<file path="config.mk">
export PLATFORM = sky130hd
export DESIGN_NAME = ccu_req_arbiter_flat
export DESIGN_NICKNAME = d
export VERILOG_FILES = /design/src/rtl/ccu_req_arbiter_pkg.sv /design/src/rtl/ccu_req_arbiter_if.sv /design/src/rtl/ccu_req_arbiter_rr_arb_tree_lite.sv /design/src/rtl/ccu_req_arbiter.sv /design/src/flat_wrapper.sv
export SDC_FILE = /design/constraint.sdc
export NUM_CORES = 1
export LEC_CHECK = 0
export ABC_AREA = 0
export CORE_AREA = 5 5 297 299
export CTS_BUF_LIST = sky130_fd_sc_hd__clkbuf_16
export DETAILED_ROUTE_END_ITERATION = 7
export DIE_AREA = 0 0 302 304
export PLACE_DENSITY = 0.41
export SLEW_MARGIN = 20
export SYNTH_ARGS = -nofsm -noshare
export SYNTH_HDL_FRONTEND = slang
export SYNTH_SLANG_ARGS = --single-unit
</file>
<file path="constraint.sdc">
create_clock -name clk_i -period 5.8 [get_ports clk_i]
set_input_delay 1.16 -clock clk_i [delete_from_list [all_inputs] [get_ports clk_i]]
set_output_delay 1.16 -clock clk_i [all_outputs]
set_load 0.05 [all_outputs]
</file>
<file path="src/rtl/ccu_req_arbiter_pkg.sv">
// Shared types for the CCU request arbiter: FSM states, request kind, atop bit position.
package ccu_arb_pkg;

  typedef enum logic [2:0] {
    IDLE,
    ISSUE_AR,
    ISSUE_AW,
    WAIT_B,
    WAIT_R
  } state_e;

  typedef enum logic {
    READ  = 1'b0,
    WRITE = 1'b1
  } req_kind_e;

  localparam int unsigned ATOP_R_BIT = 5;

endpackage

</file>
<file path="src/rtl/ccu_req_arbiter_if.sv">
// Master-side AR/AW request bundle plus the single CCU-side channel and completion strobes.
interface ccu_req_arbiter_if #(
  parameter int unsigned NoMstPorts = 4,
  parameter int unsigned AddrWidth  = 64,
  parameter int unsigned IdWidth    = 4
);
  localparam int unsigned IdxW   = $clog2(NoMstPorts);
  localparam int unsigned OutIdW = IdWidth + IdxW;

  logic [NoMstPorts-1:0]           mst_ar_valid_i;
  logic [NoMstPorts-1:0]           mst_ar_ready_o;
  logic [NoMstPorts*AddrWidth-1:0] mst_ar_addr_i;
  logic [NoMstPorts*IdWidth-1:0]   mst_ar_id_i;
  logic [NoMstPorts*4-1:0]         mst_ar_snoop_i;
  logic [NoMstPorts-1:0]           mst_aw_valid_i;
  logic [NoMstPorts-1:0]           mst_aw_ready_o;
  logic [NoMstPorts*AddrWidth-1:0] mst_aw_addr_i;
  logic [NoMstPorts*IdWidth-1:0]   mst_aw_id_i;
  logic [NoMstPorts*6-1:0]         mst_aw_atop_i;

  logic                            ccu_ar_valid_o;
  logic                            ccu_ar_ready_i;
  logic [AddrWidth-1:0]            ccu_ar_addr_o;
  logic [OutIdW-1:0]               ccu_ar_id_o;
  logic [3:0]                      ccu_ar_snoop_o;
  logic                            ccu_aw_valid_o;
  logic                            ccu_aw_ready_i;
  logic [AddrWidth-1:0]            ccu_aw_addr_o;
  logic [OutIdW-1:0]               ccu_aw_id_o;
  logic [5:0]                      ccu_aw_atop_o;
  logic                            ccu_r_last_hs_i;
  logic                            ccu_b_hs_i;

  modport slave (
    input  mst_ar_valid_i, mst_ar_addr_i, mst_ar_id_i, mst_ar_snoop_i,
    input  mst_aw_valid_i, mst_aw_addr_i, mst_aw_id_i, mst_aw_atop_i,
    output mst_ar_ready_o, mst_aw_ready_o,
    output ccu_ar_valid_o, ccu_ar_addr_o, ccu_ar_id_o, ccu_ar_snoop_o,
    output ccu_aw_valid_o, ccu_aw_addr_o, ccu_aw_id_o, ccu_aw_atop_o,
    input  ccu_ar_ready_i, ccu_aw_ready_i, ccu_r_last_hs_i, ccu_b_hs_i
  );

  modport master (
    output mst_ar_valid_i, mst_ar_addr_i, mst_ar_id_i, mst_ar_snoop_i,
    output mst_aw_valid_i, mst_aw_addr_i, mst_aw_id_i, mst_aw_atop_i,
    input  mst_ar_ready_o, mst_aw_ready_o,
    input  ccu_ar_valid_o, ccu_ar_addr_o, ccu_ar_id_o, ccu_ar_snoop_o,
    input  ccu_aw_valid_o, ccu_aw_addr_o, ccu_aw_id_o, ccu_aw_atop_o,
    output ccu_ar_ready_i, ccu_aw_ready_i, ccu_r_last_hs_i, ccu_b_hs_i
  );

endinterface

</file>
<file path="src/rtl/ccu_req_arbiter_rr_arb_tree_lite.sv">
// N-request round-robin picker; search starts at the pointer, winner+1 becomes the new pointer.
module rr_arb_tree_lite #(
  parameter  int unsigned N    = 8,
  localparam int unsigned IdxW = $clog2(N)
) (
  input  logic            clk_i,
  input  logic            rst_i,
  input  logic            en_i,
  input  logic [N-1:0]    req_i,
  output logic [N-1:0]    gnt_o,
  output logic            valid_o,
  output logic [IdxW-1:0] idx_o
);

  logic [IdxW-1:0] ptr_q;
  logic [IdxW-1:0] ptr_d;
  logic [IdxW-1:0] cand;
  logic [IdxW-1:0] win;
  logic            found;

  always_comb begin
    found = 1'b0;
    win   = '0;
    cand  = '0;
    for (int unsigned i = 0; i < N; i++) begin
      cand = IdxW'((32'(ptr_q) + i) % N);
      if (!found && req_i[cand]) begin
        found = 1'b1;
        win   = cand;
      end
    end
  end

  assign valid_o = en_i & found;
  assign idx_o   = win;
  assign gnt_o   = valid_o ? (N'(1) << win) : '0;
  assign ptr_d   = (win == IdxW'(N - 1)) ? '0 : win + IdxW'(1);

  always_ff @(posedge clk_i or posedge rst_i) begin
    if (rst_i) begin
      ptr_q <= '0;
    end else if (valid_o) begin
      ptr_q <= ptr_d;
    end
  end

endmodule

</file>
<file path="src/rtl/ccu_req_arbiter.sv">
// Round-robin gate that lets one AR/AW transaction at a time into the CCU FSM.
// Optional watchdog on WAIT_R/WAIT_B enabled by defining CCU_ARB_TIMEOUT_EN.
module ccu_req_arbiter
  import ccu_arb_pkg::*;
#(
  parameter  int unsigned NoMstPorts    = 4,
  parameter  int unsigned AddrWidth     = 64,
  parameter  int unsigned IdWidth       = 4,
  parameter  int unsigned TimeoutCycles = 1024,
  localparam int unsigned IdxW          = $clog2(NoMstPorts),
  localparam int unsigned OutIdW        = IdWidth + IdxW
) (
  input  logic             clk_i,
  input  logic             rst_i,
  ccu_req_arbiter_if.slave bus,
  output logic             busy_o,
  output logic [IdxW-1:0]  owner_o,
  output logic             timeout_o
);

  localparam int unsigned NReq = 2 * NoMstPorts;
  localparam int unsigned ReqW = $clog2(NReq);

  logic [NReq-1:0]      req;
  logic [NReq-1:0]      gnt;
  logic                 gnt_valid;
  logic [ReqW-1:0]      gnt_idx;
  logic [IdxW-1:0]      gnt_mst;
  req_kind_e            gnt_kind;
  logic                 arb_en;
  state_e               state_q;
  state_e               state_d;

  logic [AddrWidth-1:0] ar_addr  [NoMstPorts];
  logic [IdWidth-1:0]   ar_id    [NoMstPorts];
  logic [3:0]           ar_snoop [NoMstPorts];
  logic [AddrWidth-1:0] aw_addr  [NoMstPorts];
  logic [IdWidth-1:0]   aw_id    [NoMstPorts];
  logic [5:0]           aw_atop  [NoMstPorts];

  logic [AddrWidth-1:0] addr_q;
  logic [OutIdW-1:0]    id_q;
  logic [3:0]           snoop_q;
  logic [5:0]           atop_q;
  logic [IdxW-1:0]      owner_q;

  // Requester order m0.AR, m0.AW, m1.AR, ...: bit 0 of the winner is the kind.
  for (genvar m = 0; m < NoMstPorts; m++) begin : g_port
    assign req[2*m]            = bus.mst_ar_valid_i[m];
    assign req[2*m+1]          = bus.mst_aw_valid_i[m];
    assign bus.mst_ar_ready_o[m] = gnt[2*m];
    assign bus.mst_aw_ready_o[m] = gnt[2*m+1];
    assign ar_addr[m]  = bus.mst_ar_addr_i[m*AddrWidth +: AddrWidth];
    assign ar_id[m]    = bus.mst_ar_id_i[m*IdWidth +: IdWidth];
    assign ar_snoop[m] = bus.mst_ar_snoop_i[m*4 +: 4];
    assign aw_addr[m]  = bus.mst_aw_addr_i[m*AddrWidth +: AddrWidth];
    assign aw_id[m]    = bus.mst_aw_id_i[m*IdWidth +: IdWidth];
    assign aw_atop[m]  = bus.mst_aw_atop_i[m*6 +: 6];
  end

  // Gated by reset so no ready pulse leaks out while the block is held in reset.
  assign arb_en = (state_q == IDLE) && !rst_i;

  rr_arb_tree_lite #(
    .N (NReq)
  ) u_rr (
    .clk_i   (clk_i),
    .rst_i   (rst_i),
    .en_i    (arb_en),
    .req_i   (req),
    .gnt_o   (gnt),
    .valid_o (gnt_valid),
    .idx_o   (gnt_idx)
  );

  assign gnt_mst  = gnt_idx[ReqW-1:1];
  assign gnt_kind = req_kind_e'(gnt_idx[0]);

  always_ff @(posedge clk_i or posedge rst_i) begin
    if (rst_i) begin
      addr_q  <= '0;
      id_q    <= '0;
      snoop_q <= '0;
      atop_q  <= '0;
      owner_q <= '0;
    end else if (gnt_valid) begin
      owner_q <= gnt_mst;
      if (gnt_kind == WRITE) begin
        addr_q  <= aw_addr[gnt_mst];
        id_q    <= {gnt_mst, aw_id[gnt_mst]};
        snoop_q <= '0;
        atop_q  <= aw_atop[gnt_mst];
      end else begin
        addr_q  <= ar_addr[gnt_mst];
        id_q    <= {gnt_mst, ar_id[gnt_mst]};
        snoop_q <= ar_snoop[gnt_mst];
        atop_q  <= '0;
      end
    end
  end

  always_ff @(posedge clk_i or posedge rst_i) begin
    if (rst_i) begin
      state_q <= IDLE;
    end else begin
      state_q <= state_d;
    end
  end

  always_comb begin
    state_d            = state_q;
    bus.ccu_ar_valid_o = 1'b0;
    bus.ccu_aw_valid_o = 1'b0;
    unique case (state_q)
      IDLE: begin
        if (gnt_valid) state_d = (gnt_kind == WRITE) ? ISSUE_AW : ISSUE_AR;
      end
      ISSUE_AR: begin
        bus.ccu_ar_valid_o = 1'b1;
        if (bus.ccu_ar_ready_i) state_d = WAIT_R;
      end
      ISSUE_AW: begin
        bus.ccu_aw_valid_o = 1'b1;
        if (bus.ccu_aw_ready_i) state_d = WAIT_B;
      end
      WAIT_B: begin
        if (bus.ccu_b_hs_i) state_d = atop_q[ATOP_R_BIT] ? WAIT_R : IDLE;
      end
      WAIT_R: begin
        if (bus.ccu_r_last_hs_i) state_d = IDLE;
      end
      default: state_d = IDLE;
    endcase
  end

  assign bus.ccu_ar_addr_o  = addr_q;
  assign bus.ccu_ar_id_o    = id_q;
  assign bus.ccu_ar_snoop_o = snoop_q;
  assign bus.ccu_aw_addr_o  = addr_q;
  assign bus.ccu_aw_id_o    = id_q;
  assign bus.ccu_aw_atop_o  = atop_q;
  assign busy_o             = (state_q != IDLE);
  assign owner_o            = owner_q;

`ifdef CCU_ARB_TIMEOUT_EN
  localparam int unsigned CntW = $clog2(TimeoutCycles) + 1;

  logic [CntW-1:0] cnt_q;
  logic            to_q;
  logic            waiting;
  logic            hit;

  assign waiting = (state_q == WAIT_R) || (state_q == WAIT_B);
  assign hit     = waiting && (cnt_q == CntW'(TimeoutCycles - 1));

  always_ff @(posedge clk_i or posedge rst_i) begin
    if (rst_i) begin
      cnt_q <= '0;
      to_q  <= 1'b0;
    end else begin
      if (state_d != state_q) cnt_q <= '0;
      else if (waiting && !hit) cnt_q <= cnt_q + CntW'(1);
      if (hit) to_q <= 1'b1;
    end
  end

  // The limit cycle itself already reports, the sticky bit covers the rest.
  assign timeout_o = to_q | hit;
`else
  // TimeoutCycles is referenced only to keep the parameter list uniform across builds.
  assign timeout_o = 1'b0 & (TimeoutCycles == 0);
`endif

endmodule

</file>
<file path="src/flat_wrapper.sv">
// flat-port wrapper written by rule: the top's interface ports become plain ports
module ccu_req_arbiter_flat import ccu_arb_pkg::*;
#(
  parameter  int unsigned NoMstPorts    = 4,
  parameter  int unsigned AddrWidth     = 64,
  parameter  int unsigned IdWidth       = 4,
  parameter  int unsigned TimeoutCycles = 1024,
  localparam int unsigned IdxW          = $clog2(NoMstPorts),
  localparam int unsigned OutIdW        = IdWidth + IdxW
)
  (clk_i, rst_i, busy_o, owner_o, timeout_o, bus_mst_ar_valid_i, bus_mst_ar_addr_i, bus_mst_ar_id_i, bus_mst_ar_snoop_i, bus_mst_aw_valid_i, bus_mst_aw_addr_i, bus_mst_aw_id_i, bus_mst_aw_atop_i, bus_mst_ar_ready_o, bus_mst_aw_ready_o, bus_ccu_ar_valid_o, bus_ccu_ar_addr_o, bus_ccu_ar_id_o, bus_ccu_ar_snoop_o, bus_ccu_aw_valid_o, bus_ccu_aw_addr_o, bus_ccu_aw_id_o, bus_ccu_aw_atop_o, bus_ccu_ar_ready_i, bus_ccu_aw_ready_i, bus_ccu_r_last_hs_i, bus_ccu_b_hs_i);
  ccu_req_arbiter_if #(.NoMstPorts(NoMstPorts), .AddrWidth(AddrWidth), .IdWidth(IdWidth)) bus_i ();
  input  logic clk_i;
  input  logic rst_i;
  output logic busy_o;
  output logic [IdxW-1:0] owner_o;
  output logic timeout_o;
  input wire logic [$bits(bus_i.mst_ar_valid_i)-1:0] bus_mst_ar_valid_i;
  input wire logic [$bits(bus_i.mst_ar_addr_i)-1:0] bus_mst_ar_addr_i;
  input wire logic [$bits(bus_i.mst_ar_id_i)-1:0] bus_mst_ar_id_i;
  input wire logic [$bits(bus_i.mst_ar_snoop_i)-1:0] bus_mst_ar_snoop_i;
  input wire logic [$bits(bus_i.mst_aw_valid_i)-1:0] bus_mst_aw_valid_i;
  input wire logic [$bits(bus_i.mst_aw_addr_i)-1:0] bus_mst_aw_addr_i;
  input wire logic [$bits(bus_i.mst_aw_id_i)-1:0] bus_mst_aw_id_i;
  input wire logic [$bits(bus_i.mst_aw_atop_i)-1:0] bus_mst_aw_atop_i;
  output wire logic [$bits(bus_i.mst_ar_ready_o)-1:0] bus_mst_ar_ready_o;
  output wire logic [$bits(bus_i.mst_aw_ready_o)-1:0] bus_mst_aw_ready_o;
  output wire logic [$bits(bus_i.ccu_ar_valid_o)-1:0] bus_ccu_ar_valid_o;
  output wire logic [$bits(bus_i.ccu_ar_addr_o)-1:0] bus_ccu_ar_addr_o;
  output wire logic [$bits(bus_i.ccu_ar_id_o)-1:0] bus_ccu_ar_id_o;
  output wire logic [$bits(bus_i.ccu_ar_snoop_o)-1:0] bus_ccu_ar_snoop_o;
  output wire logic [$bits(bus_i.ccu_aw_valid_o)-1:0] bus_ccu_aw_valid_o;
  output wire logic [$bits(bus_i.ccu_aw_addr_o)-1:0] bus_ccu_aw_addr_o;
  output wire logic [$bits(bus_i.ccu_aw_id_o)-1:0] bus_ccu_aw_id_o;
  output wire logic [$bits(bus_i.ccu_aw_atop_o)-1:0] bus_ccu_aw_atop_o;
  input wire logic [$bits(bus_i.ccu_ar_ready_i)-1:0] bus_ccu_ar_ready_i;
  input wire logic [$bits(bus_i.ccu_aw_ready_i)-1:0] bus_ccu_aw_ready_i;
  input wire logic [$bits(bus_i.ccu_r_last_hs_i)-1:0] bus_ccu_r_last_hs_i;
  input wire logic [$bits(bus_i.ccu_b_hs_i)-1:0] bus_ccu_b_hs_i;
  assign bus_i.mst_ar_valid_i = bus_mst_ar_valid_i;
  assign bus_i.mst_ar_addr_i = bus_mst_ar_addr_i;
  assign bus_i.mst_ar_id_i = bus_mst_ar_id_i;
  assign bus_i.mst_ar_snoop_i = bus_mst_ar_snoop_i;
  assign bus_i.mst_aw_valid_i = bus_mst_aw_valid_i;
  assign bus_i.mst_aw_addr_i = bus_mst_aw_addr_i;
  assign bus_i.mst_aw_id_i = bus_mst_aw_id_i;
  assign bus_i.mst_aw_atop_i = bus_mst_aw_atop_i;
  assign bus_mst_ar_ready_o = bus_i.mst_ar_ready_o;
  assign bus_mst_aw_ready_o = bus_i.mst_aw_ready_o;
  assign bus_ccu_ar_valid_o = bus_i.ccu_ar_valid_o;
  assign bus_ccu_ar_addr_o = bus_i.ccu_ar_addr_o;
  assign bus_ccu_ar_id_o = bus_i.ccu_ar_id_o;
  assign bus_ccu_ar_snoop_o = bus_i.ccu_ar_snoop_o;
  assign bus_ccu_aw_valid_o = bus_i.ccu_aw_valid_o;
  assign bus_ccu_aw_addr_o = bus_i.ccu_aw_addr_o;
  assign bus_ccu_aw_id_o = bus_i.ccu_aw_id_o;
  assign bus_ccu_aw_atop_o = bus_i.ccu_aw_atop_o;
  assign bus_i.ccu_ar_ready_i = bus_ccu_ar_ready_i;
  assign bus_i.ccu_aw_ready_i = bus_ccu_aw_ready_i;
  assign bus_i.ccu_r_last_hs_i = bus_ccu_r_last_hs_i;
  assign bus_i.ccu_b_hs_i = bus_ccu_b_hs_i;
  ccu_req_arbiter #(.NoMstPorts(NoMstPorts), .AddrWidth(AddrWidth), .IdWidth(IdWidth), .TimeoutCycles(TimeoutCycles)) u_core (.clk_i(clk_i), .rst_i(rst_i), .bus(bus_i), .busy_o(busy_o), .owner_o(owner_o), .timeout_o(timeout_o));
endmodule
</file>
==> results.yml <==
run_status:
  status: "completed"
timing:
  fin_tns_setup_ps: 0
  setup_viol: 0
  slew_violations: 0
  rsz0062_at_grt: "false"
  finalCriticalPeriod_ps: 5585
  clock.fmax_mhz: 179.1
  tightest_slew_ps: 991.5
  setup_slack_ps: 215.4
  finClkSkew_ps: 22.33
  fin_crit_sh_pct: 96.29
  hold_viol_final: 0
  slew_headroom_pct: 33.90
min_path:
  hold_path.class: "reg -> reg"
  hold_path_depth: 2
  min_from: "u_core.bus.ccu_aw_atop_o[1]$_DFFE_PP0P_"
  holdPathEnd: "u_core.bus.ccu_aw_atop_o[1]$_DFFE_PP0P_"
setup_path:
  cp.arrival_ps: 4420
  crit_path_top_delay_cell: "mux4_2"
  crit_top_cell: "ha_1"
  regToRegStartpoint: "u_core.u_rr.ptr_q[1]$_DFFE_PP0P_"
  ff2ff_setup_slack_ps: 860
  crit_type: "reg -> out"
  slowest_delay_ps: 530
  regToRegEndpoint: "u_core.bus.ccu_ar_addr_o[57]$_DFFE_PP0P_"
  critical_path_required_ps: 4640
  endpoint_kind: "output pin"
  reg2reg_depth: 14
  crit_chain: "inv_1 -> ha_1 -> buf_4 -> mux4_2 -> mux2_2 -> nand2b_1 -> or4b_4 -> mux2i_1 -> a21o_4 -> and2_4 -> inv_1 -> ha_1 -> ha_1 -> and2_2 -> buf_4"
  start_kind: "register"
  cp_max_fo: 7
pwr:
  ir_drop_v: 0.001040
  switching_share_pct: 61.51
  p_per_area_nw_per_um2: 775.2
  p_int_mw: 5.788
  p_leak_nw: 7.340
  pwr-share-clk_pct: 4.2
  power_mw: 15.04
  switchingPower_mw: 9.249
  pwr-share-comb_pct: 87.3
  p_seq_share_pct: 8.5
yosys:
  ys_seq_area_share_pct: 19.84
  syn_inst: 1407
  ys_ff_latch: 86
  ys.flop_type: "dfrtp_1"
  synth_nets: 2013
  yosys.cell_types.count: 60
  syn_avg_cell_area_sq_um: 7.711
  synth_edf_count: 0
  synthArstFlopShare_pct: 100.0
  yosysWarnings: 0
  syn-cell-area_sq_um: 10850
grt:
  grt_pass1_wl_microns: 104600
  grt_usage_pct: 15.17
  grt_pass1_vias: 14449
  antenna_found_initial: 14
  grt_overflow: 0
  grt_max_degree: 174
floorplanning:
  io_pins: 762
  die_area_sq_um: 91810
  coreArea_sq_um: 84880
  dieWidth_microns: 302
  start_util_pct: 12.78
  die_y_microns: 304
  num_rows: 107
clock_network:
  cts_hold_buf: 0
  cts_buffers: 9
  root_buffer: "clkbuf_16"
  cts_htree_levels: 3
  cts_tree: "done"
  path_clk_slew_ps: 80
  ctsLongestPathBuffers: 2
  cts.sinks: 86
  clk-insertion-delay-late_ps: 400
detailed_routing:
  wl_microns: 73120
  wl_per_cell_microns: 23.31
  drtAntennaViolNets: 0
  vias: 13637
  drcViolationCount: 0
  firstDrtPassIters: 6
  drt_iter0_drc: 988
  vias_per_cell: 4.347
placement:
  port_buffers: 760
  dp_hpwl_microns: 55020
  gp_congestion: 0.8729
  post-place-ws_ps: 48.82
  dp.cells: 3113
finish:
  final_common_cell: "clkdlybuf4s50_1"
  fill_cells: 9403
  final_cells: 3137
  drive_gt1_share_pct: 8.866
  mostFrequentLayoutCells: "744 x clkdlybuf4s50_1, 197 x o21ai_0, 136 x nand4_1, 136 x and3_1, 136 x a21boi_0"
  syn2layout_area_growth_pct: 78.80
  nets: 2587
flow_run:
  drv_cap: 0
==> worst max-delay path by stage <==
stage,from,to,slack (ps)
2_1_floorplan,u_core.u_rr.ptr_q[1]$_DFFE_PP0P_,bus_mst_ar_ready_o[1],-110
3_3_place_gp,bus_mst_aw_valid_i[0],bus_mst_aw_ready_o[3],80
3_5_place_dp,bus_mst_ar_valid_i[2],bus_mst_aw_ready_o[3],50
4_1_cts,bus_mst_aw_valid_i[0],bus_mst_aw_ready_o[3],40
5_1_grt,u_core.u_rr.ptr_q[1]$_DFFE_PP0P_,bus_mst_aw_ready_o[3],10
6_report,u_core.u_rr.ptr_q[1]$_DFFE_PP0P_,bus_mst_aw_ready_o[3],220
==> Yosys cell counts, types with 43 or more instances <==
master / count / share of area (%)
o211ai_1: 68 / 4.7
nand2_1: 87 / 3.0
mux2_2: 74 / 7.7
clkbuf_1: 99 / 3.4
and3_1: 136 / 7.8
nand3_1: 71 / 3.3
dfrtp_1: 86 / 20
buf_2: 43 / 2.0
buf_4: 77 / 5.3
o21ai_0: 197 / 9.1
a21boi_0: 136 / 9.4
nand4_1: 136 / 7.8
==> metal layers <==
metal	global-route usage, %	vias up	part of all wire, %
met5	0	-	0.081
met2	27.25	555	51
met1	17.67	6643	39
li1	-	6373	-
met3	4.559	56	8.1
met4	3.463	10	1.7
==> what timing repair did <==
item	CTS	global route
setup endpoints to repair	0	2
setup buffers	0	1
resized for setup	0	9
==> logic make-up (layout without fill, tap and decap cells) <==
| group | Yosys count | after routing | synth area share (%) |
|---|---|---|---|
| AO/OA/AOI/OAI | 468 | 468 | 27.69 |
| XOR/XNOR | 4 | 4 | 0.3230 |
| adder cells (fa/ha/maj) | 8 | 8 | 0.9227 |
| buffers and inverters | 248 | 826 | 13.12 |
| flip-flops | 86 | 86 | 19.84 |
| multiplexers | 120 | 120 | 13.76 |
| other | 1 | 9 | 0.03456 |
| AND/OR/NAND/NOR | 472 | 472 | 24.31 |
==> layout make-up <==
| class | count | area [sq um] | area share [%] |
|---|---|---|---|
| diodes | 8 | 20.02 | 0.1032 |
| clock buffers | 9 | 225.2 | 1.161 |
| clock inverters | 6 | 40.04 | 0.2064 |
| inverters | 10 | 42.54 | 0.2193 |
| multi-input cells | 1073 | 7360 | 37.94 |
| flip-flops and latches | 86 | 2152 | 11.09 |
| well taps | 1144 | 1431 | 7.379 |
| repair buffers | 801 | 8128 | 41.90 |
==> critical path: cells and delay by family (launching register included) <==
family,cells,cell delay (ps)
adders and majority gates,3,880
and+or+nand+nor,4,1040
DFF,1,350
buffers and inverters,4,640
muxes,3,1020
AOI/OAI and AO/OA,1,110
==> sequential cells by signal (all words and copies together), names as in the netlist <==
register                   flops
u_core.bus.ccu_ar_id_o         6
u_core.u_rr.ptr_q              3
u_core.bus.ccu_aw_atop_o       6
u_core.bus.ccu_ar_addr_o      64
u_core.state_q                 3
u_core.bus.ccu_ar_snoop_o      4
==> stage by stage <==
| step | instance area [sq um] | hold slack (ps) | utilization [%] |
|---|---|---|---|
| finish | 19400 | 493.8 | 22.85 |
| global route | 19390 | 511.3 | 22.85 |
| CTS | 19350 | 494.7 | 22.79 |
| detailed placement | 19080 | 476.9 | 22.48 |
| global placement | 19080 | 474.9 | 22.48 |
| floorplan | 10850 | 498.3 | - |
==> power groups by stage <==
stage | sequential, mW | combinational (mW) | clock, mW
finish | 1.28 | 13.1 | 0.630
global route | 1.32 | 14.1 | 0.678
CTS | 1.29 | 13.2 | 0.678
detailed placement | 1.30 | 13.1 | 0
global placement | 1.29 | 13.1 | 0
floorplan | 1.97 | 8.56 | 0
Power figures use the tool's default switching activity.
